===== src/rtl/operand_bram_loader.sv =====
// Write-side loader for operand Memory-A/Memory-B: accepts (A, B) pairs on a valid/ready
// stream and writes them at consecutive addresses, optionally zero-padding a short load.
module operand_bram_loader #(
    parameter int DEPTH     = 32,
    parameter int ADDR_W    = 5,
    parameter int DATA_W    = 32,
    parameter int ZERO_FILL = 1
) (
    input  logic              clk,
    input  logic              rst,
    input  logic              start,
    input  logic              in_valid,
    output logic              in_ready,
    input  logic [DATA_W-1:0] in_a,
    input  logic [DATA_W-1:0] in_b,
    input  logic              in_last,
    output logic              ena_A,
    output logic              wea_A,
    output logic [ADDR_W-1:0] addra_A,
    output logic [DATA_W-1:0] dina_A,
    output logic              ena_B,
    output logic              wea_B,
    output logic [ADDR_W-1:0] addra_B,
    output logic [DATA_W-1:0] dina_B,
    output logic              load_done,
    output logic [ADDR_W:0]   word_count
);

    typedef enum logic [1:0] {
        S_IDLE,
        S_LOAD,
        S_FILL,
        S_DONE
    } state_t;

    localparam logic [ADDR_W-1:0] LAST_ADDR = ADDR_W'(DEPTH - 1);
    localparam logic [ADDR_W-1:0] ADDR_ONE  = ADDR_W'(1);
    localparam logic [ADDR_W:0]   CNT_ONE   = (ADDR_W + 1)'(1);

    state_t              r_state;
    state_t              w_state_nxt;
    logic                w_ready;
    logic                w_accept;
    logic                w_at_last;

    logic                r_wr;
    logic [ADDR_W-1:0]   r_ptr;
    logic [ADDR_W-1:0]   r_addr;
    logic [DATA_W-1:0]   r_dina_a;
    logic [DATA_W-1:0]   r_dina_b;
    logic [ADDR_W:0]     r_count;

    always_ff @(posedge clk) begin
        if (rst) begin
            r_state <= S_IDLE;
        end else begin
            r_state <= w_state_nxt;
        end
    end

    always_comb begin
        w_state_nxt = r_state;
        w_ready     = (r_state == S_LOAD);
        w_accept    = w_ready && in_valid;
        w_at_last   = (r_ptr == LAST_ADDR);
        case (r_state)
            S_IDLE, S_DONE: begin
                if (start) begin
                    w_state_nxt = S_LOAD;
                end
            end
            S_LOAD: begin
                if (w_accept) begin
                    if (w_at_last) begin
                        w_state_nxt = S_DONE;
                    end else if (in_last) begin
                        w_state_nxt = (ZERO_FILL != 0) ? S_FILL : S_DONE;
                    end
                end
            end
            // Leave FILL in the same cycle the last zero write is registered, so
            // load_done coincides with the address DEPTH-1 strobe.
            S_FILL: begin
                if (w_at_last) begin
                    w_state_nxt = S_DONE;
                end
            end
            default: w_state_nxt = S_IDLE;
        endcase
    end

    // The pointer saturates at DEPTH-1; in FILL it already points one past the last data word.
    always_ff @(posedge clk) begin
        if (rst) begin
            r_wr     <= 1'b0;
            r_ptr    <= '0;
            r_addr   <= '0;
            r_dina_a <= '0;
            r_dina_b <= '0;
            r_count  <= '0;
        end else begin
            r_wr <= 1'b0;
            case (r_state)
                S_IDLE, S_DONE: begin
                    if (start) begin
                        r_ptr   <= '0;
                        r_count <= '0;
                    end
                end
                S_LOAD: begin
                    if (w_accept) begin
                        r_wr     <= 1'b1;
                        r_addr   <= r_ptr;
                        r_dina_a <= in_a;
                        r_dina_b <= in_b;
                        r_count  <= r_count + CNT_ONE;
                        if (!w_at_last) begin
                            r_ptr <= r_ptr + ADDR_ONE;
                        end
                    end
                end
                S_FILL: begin
                    r_wr     <= 1'b1;
                    r_addr   <= r_ptr;
                    r_dina_a <= '0;
                    r_dina_b <= '0;
                    if (!w_at_last) begin
                        r_ptr <= r_ptr + ADDR_ONE;
                    end
                end
                default: ;
            endcase
        end
    end

    assign in_ready   = w_ready;
    assign ena_A      = r_wr;
    assign wea_A      = r_wr;
    assign ena_B      = r_wr;
    assign wea_B      = r_wr;
    assign addra_A    = r_addr;
    assign addra_B    = r_addr;
    assign dina_A     = r_dina_a;
    assign dina_B     = r_dina_b;
    assign load_done  = (r_state == S_DONE);
    assign word_count = r_count;

endmodule


===== config.mk =====
export PLATFORM = sky130hd
export DESIGN_NAME = operand_bram_loader
export DESIGN_NICKNAME = d
export VERILOG_FILES = /design/src/rtl/operand_bram_loader.sv
export SDC_FILE = /design/constraint.sdc
export NUM_CORES = 1
export LEC_CHECK = 0
export BUFFER_PORTS_ARGS = -buffer_cell sky130_fd_sc_hd__buf_2
export CAP_MARGIN = 20
export CORE_ASPECT_RATIO = 0.9
export CORE_MARGIN = 2
export CORE_UTILIZATION = 29
export DETAILED_ROUTE_END_ITERATION = 10
export GPL_TIMING_DRIVEN = 0
export PLACE_DENSITY = 0.66
export RECOVER_POWER = 50
export SLEW_MARGIN = 20
export SYNTH_ARGS = -nofsm -noshare
export SYNTH_HDL_FRONTEND = slang
export SYNTH_SLANG_ARGS = --single-unit

===== constraint.sdc =====
create_clock -name clk -period 2.05 [get_ports clk]
set_clock_uncertainty 0.05 [all_clocks]
set_input_delay 0.1025 -clock clk [delete_from_list [all_inputs] [get_ports clk]]
set_output_delay 0.1025 -clock clk [all_outputs]
set_load 0.02 [all_outputs]

==> flow_metrics.py <==
metrics = {
    "status": {
        "status": "completed",
    },
    "floorplan": {
        "dieArea_um2": 12800,
        "core_um2": 11500,
        "io_pins": 155,
        "die_h_um": 108,
        "initial_core_util": 0.300,
        "rows": 37,
        "fp.dieW_um": 119,
    },
    "finish": {
        "drive_above_1_share": 0.211,
        "finish.utilization": 0.410,
        "fin_cells": 726,
        "layout.cells.most_common": "clkbuf_1",
        "fillCellCount": 1225,
        "num_antenna_cells": 0,
        "final_cell_mix": "98 x clkbuf_1, 82 x dfxtp_1, 78 x nor2_1",
        "fin_area_um2": 4720,
        "finalNetCount": 641,
        "area_growth_pct": 36.4,
    },
    "worst_setup_path": {
        "critPathKind": "register to register",
        "r2r_cells": 7,
        "cp-start-kind": "register",
        "rrSetupSlack_ns": 0.08,
        "reg2reg_to": "r_ptr[3]",
        "critPathArrivalTime_ns": 2.15,
        "required_ns": 2.23,
        "critPathMaxFanout": 9,
        "endpoint_kind": "register",
        "reg2reg_from": "r_ptr[0]",
    },
    "min_path": {
        "hold_depth": 3,
        "holdCritStartpoint": "start",
        "min_to": "r_state[1]",
        "hp-class": "input port to register",
    },
    "placement": {
        "dp_cells": 710,
        "portBuffers": 153,
        "placed_cell_area_um2": 4420,
        "gp_congestion": 0.817,
        "hpwlAfterDp_um": 7260,
    },
    "logic_synthesis": {
        "synth_area_leaders": "dfxtp_1 48%, nor3b_1 14%, a21oi_1 11%",
        "syn_area_per_cell_um2": 8.63,
        "synth_top_cell_by_area": "dfxtp_1",
        "synthesis.nets": 477,
        "syn-cell-area_um2": 3460,
        "synth_top_area_frac": 0.480,
        "ys_warn_count": 0,
        "synth_cell_types": 35,
        "ys_seq_area_frac": 0.480,
        "syn_inst": 401,
        "synth_seq_cells": 83,
    },
    "drt": {
        "via_per_inst": 4.68,
        "dr.pass1.iters": 4,
        "drt_iter0_drc": 155,
        "post-route-drc-count": 0,
        "antenna_left": 0,
        "routedWlPerCell_um": 13.5,
        "wirelength_um": 9790,
        "vias": 3397,
    },
    "grt": {
        "grt_pass1_wl_um": 15800,
        "antenna_found_initial": 0,
        "grt_pass1_vias": 3305,
        "grt.total_usage": 0.156,
        "grt_max_degree": 14,
        "grt-ovfl-total": 0,
    },
    "clock_tree": {
        "cts-root-buf": "clkbuf_16",
        "cts_made_buffers": 9,
        "clk_pin_slew_worst_paths_ns": 0.06,
        "cts_sinks": 83,
        "cts_buffer_depth": 2,
        "cts_max_level": 3,
        "clock_latency_ns": 0.34,
        "cts_tree": "yes",
    },
    "sta": {
        "finalCriticalPeriod_ns": 1.97,
        "rsz0062_at_grt": "false",
        "worst_pin_slew_ns": 0.600,
        "hold_ws_ns": 0.0594,
        "hold_violations": 0,
        "setup_viol": 0,
        "max_slew_margin": 0.596,
        "max_freq_ghz": 0.507,
        "slew_viol_final": 0,
        "period_share": 0.962,
    },
    "power_and_ir_drop": {
        "irDropWorstVdd_mv": 0.654,
        "cellPowerDensity_nw_per_um2": 1440,
        "p_leak_nw": 1.87,
    },
    "run": {
        "cap_violations": 0,
    },
}
[flip-flops by register name, summed over array words and instances (netlist names)]
signal and count:
word_count 6, dina_A 32, ena_A 1, r_state 2, r_ptr 5, addra_A 5, dina_B 32
[power by group]
part | internal [mW] | switching (mW)
clock | 1.13 | 0.631
sequential | 1.95 | 0.205
combinational | 1.00 | 1.88
[cells by family (layout without fill, tap and decap cells)]
| kind of cell | count (synthesis) | count (layout) | synth area share |
|---|---|---|---|
| flops | 83 | 83 | 0.480 |
| compound gates | 84 | 84 | 0.129 |
| xor+xnor | 3 | 3 | 0.00759 |
| simple gates | 170 | 170 | 0.271 |
| fa+ha+maj | 7 | 7 | 0.0253 |
| mux | 8 | 8 | 0.0231 |
| buf+inv | 46 | 215 | 0.0636 |
[per-layer routing]
| metal | part of all wire | track usage | vias up |
|---|---|---|---|
| met1 | 0.45 | 0.191 | 1597 |
| met5 | 0 | 0 | - |
| met3 | 0.068 | 0.0546 | 12 |
| met4 | 0.011 | 0.0442 | 0 |
| li1 | - | - | 1691 |
| met2 | 0.47 | 0.259 | 97 |
[cells in the mapped netlist, drive strengths merged]
master	n
mux2i	8
nand3	3
xnor2	3
or3	1
a211oi	1
a32o	1
nor4b	2
a21oi	73
and4	1
buf	18
a221oi	1
and2b	1
o21ai	4
nand2b	1
or3b	1
nor2	78
nand2	6
nor3	5
o32ai	1
o21a	1
ha	7
or2	2
inv	4
a21o	1
nor4	1
nor2b	2
and3	1
o221a	1
dfxtp	83
clkbuf	24
nor3b	65
[area by class of cell]
class	instances	area, µm²	share of cell area
Inverter	4	15.0	0.00318
Sequential cell	83	1660	0.352
Buffer	40	220	0.0466
Clock inverter	4	72.6	0.0154
Clock buffer	12	256	0.0543
Tap cell	156	195	0.0413
Multi-Input combinational cell	272	1620	0.344
Timing Repair Buffer	155	676	0.143
[stage by stage]
stage	total power, mW	setup slack (ns)	setup TNS [ns]
finish	6.80	0.0778	0
global route	7.31	0.0126	0
CTS	6.91	0.0352	0
detailed placement	5.02	-0.588	-33.84
global placement	4.92	-0.532	-30.66
floorplan	4.13	0.0460	0
[critical path, stage by stage (launching register included)]
cell     delay [ns]
dfxtp_1        0.35
ha_1           0.22
and3_1         0.21
ha_4           0.19
or2_1          0.23
a21o_1         0.21
o21a_1         0.20
o221a_1        0.21
[worst max-delay path by stage]
stage                     cells past startpoint       endpoint  startpoint  slack [ns]
after floorplan                               8       r_ptr[3]    r_ptr[0]        0.05
after global placement                        8     addra_A[0]  r_state[0]       -0.53
after detailed placement                      8     addra_A[2]  r_state[0]       -0.59
after CTS                                     7       r_ptr[3]    r_ptr[0]        0.04
after global routing                          7  word_count[5]  r_state[0]        0.01
final                                         7       r_ptr[3]    r_ptr[0]        0.08
[what timing repair did]
| action | 4_1_cts | 5_1_grt |
|---|---|---|
| setup buffers | 2 | 0 |
| setup endpoints to repair | 72 | 61 |
| hold buffers | 0 | 0 |
| pin swaps | 0 | 1 |
| gates resized for setup | 10 | 19 |
No activity file was read; power rests on OpenSTA's default activity.
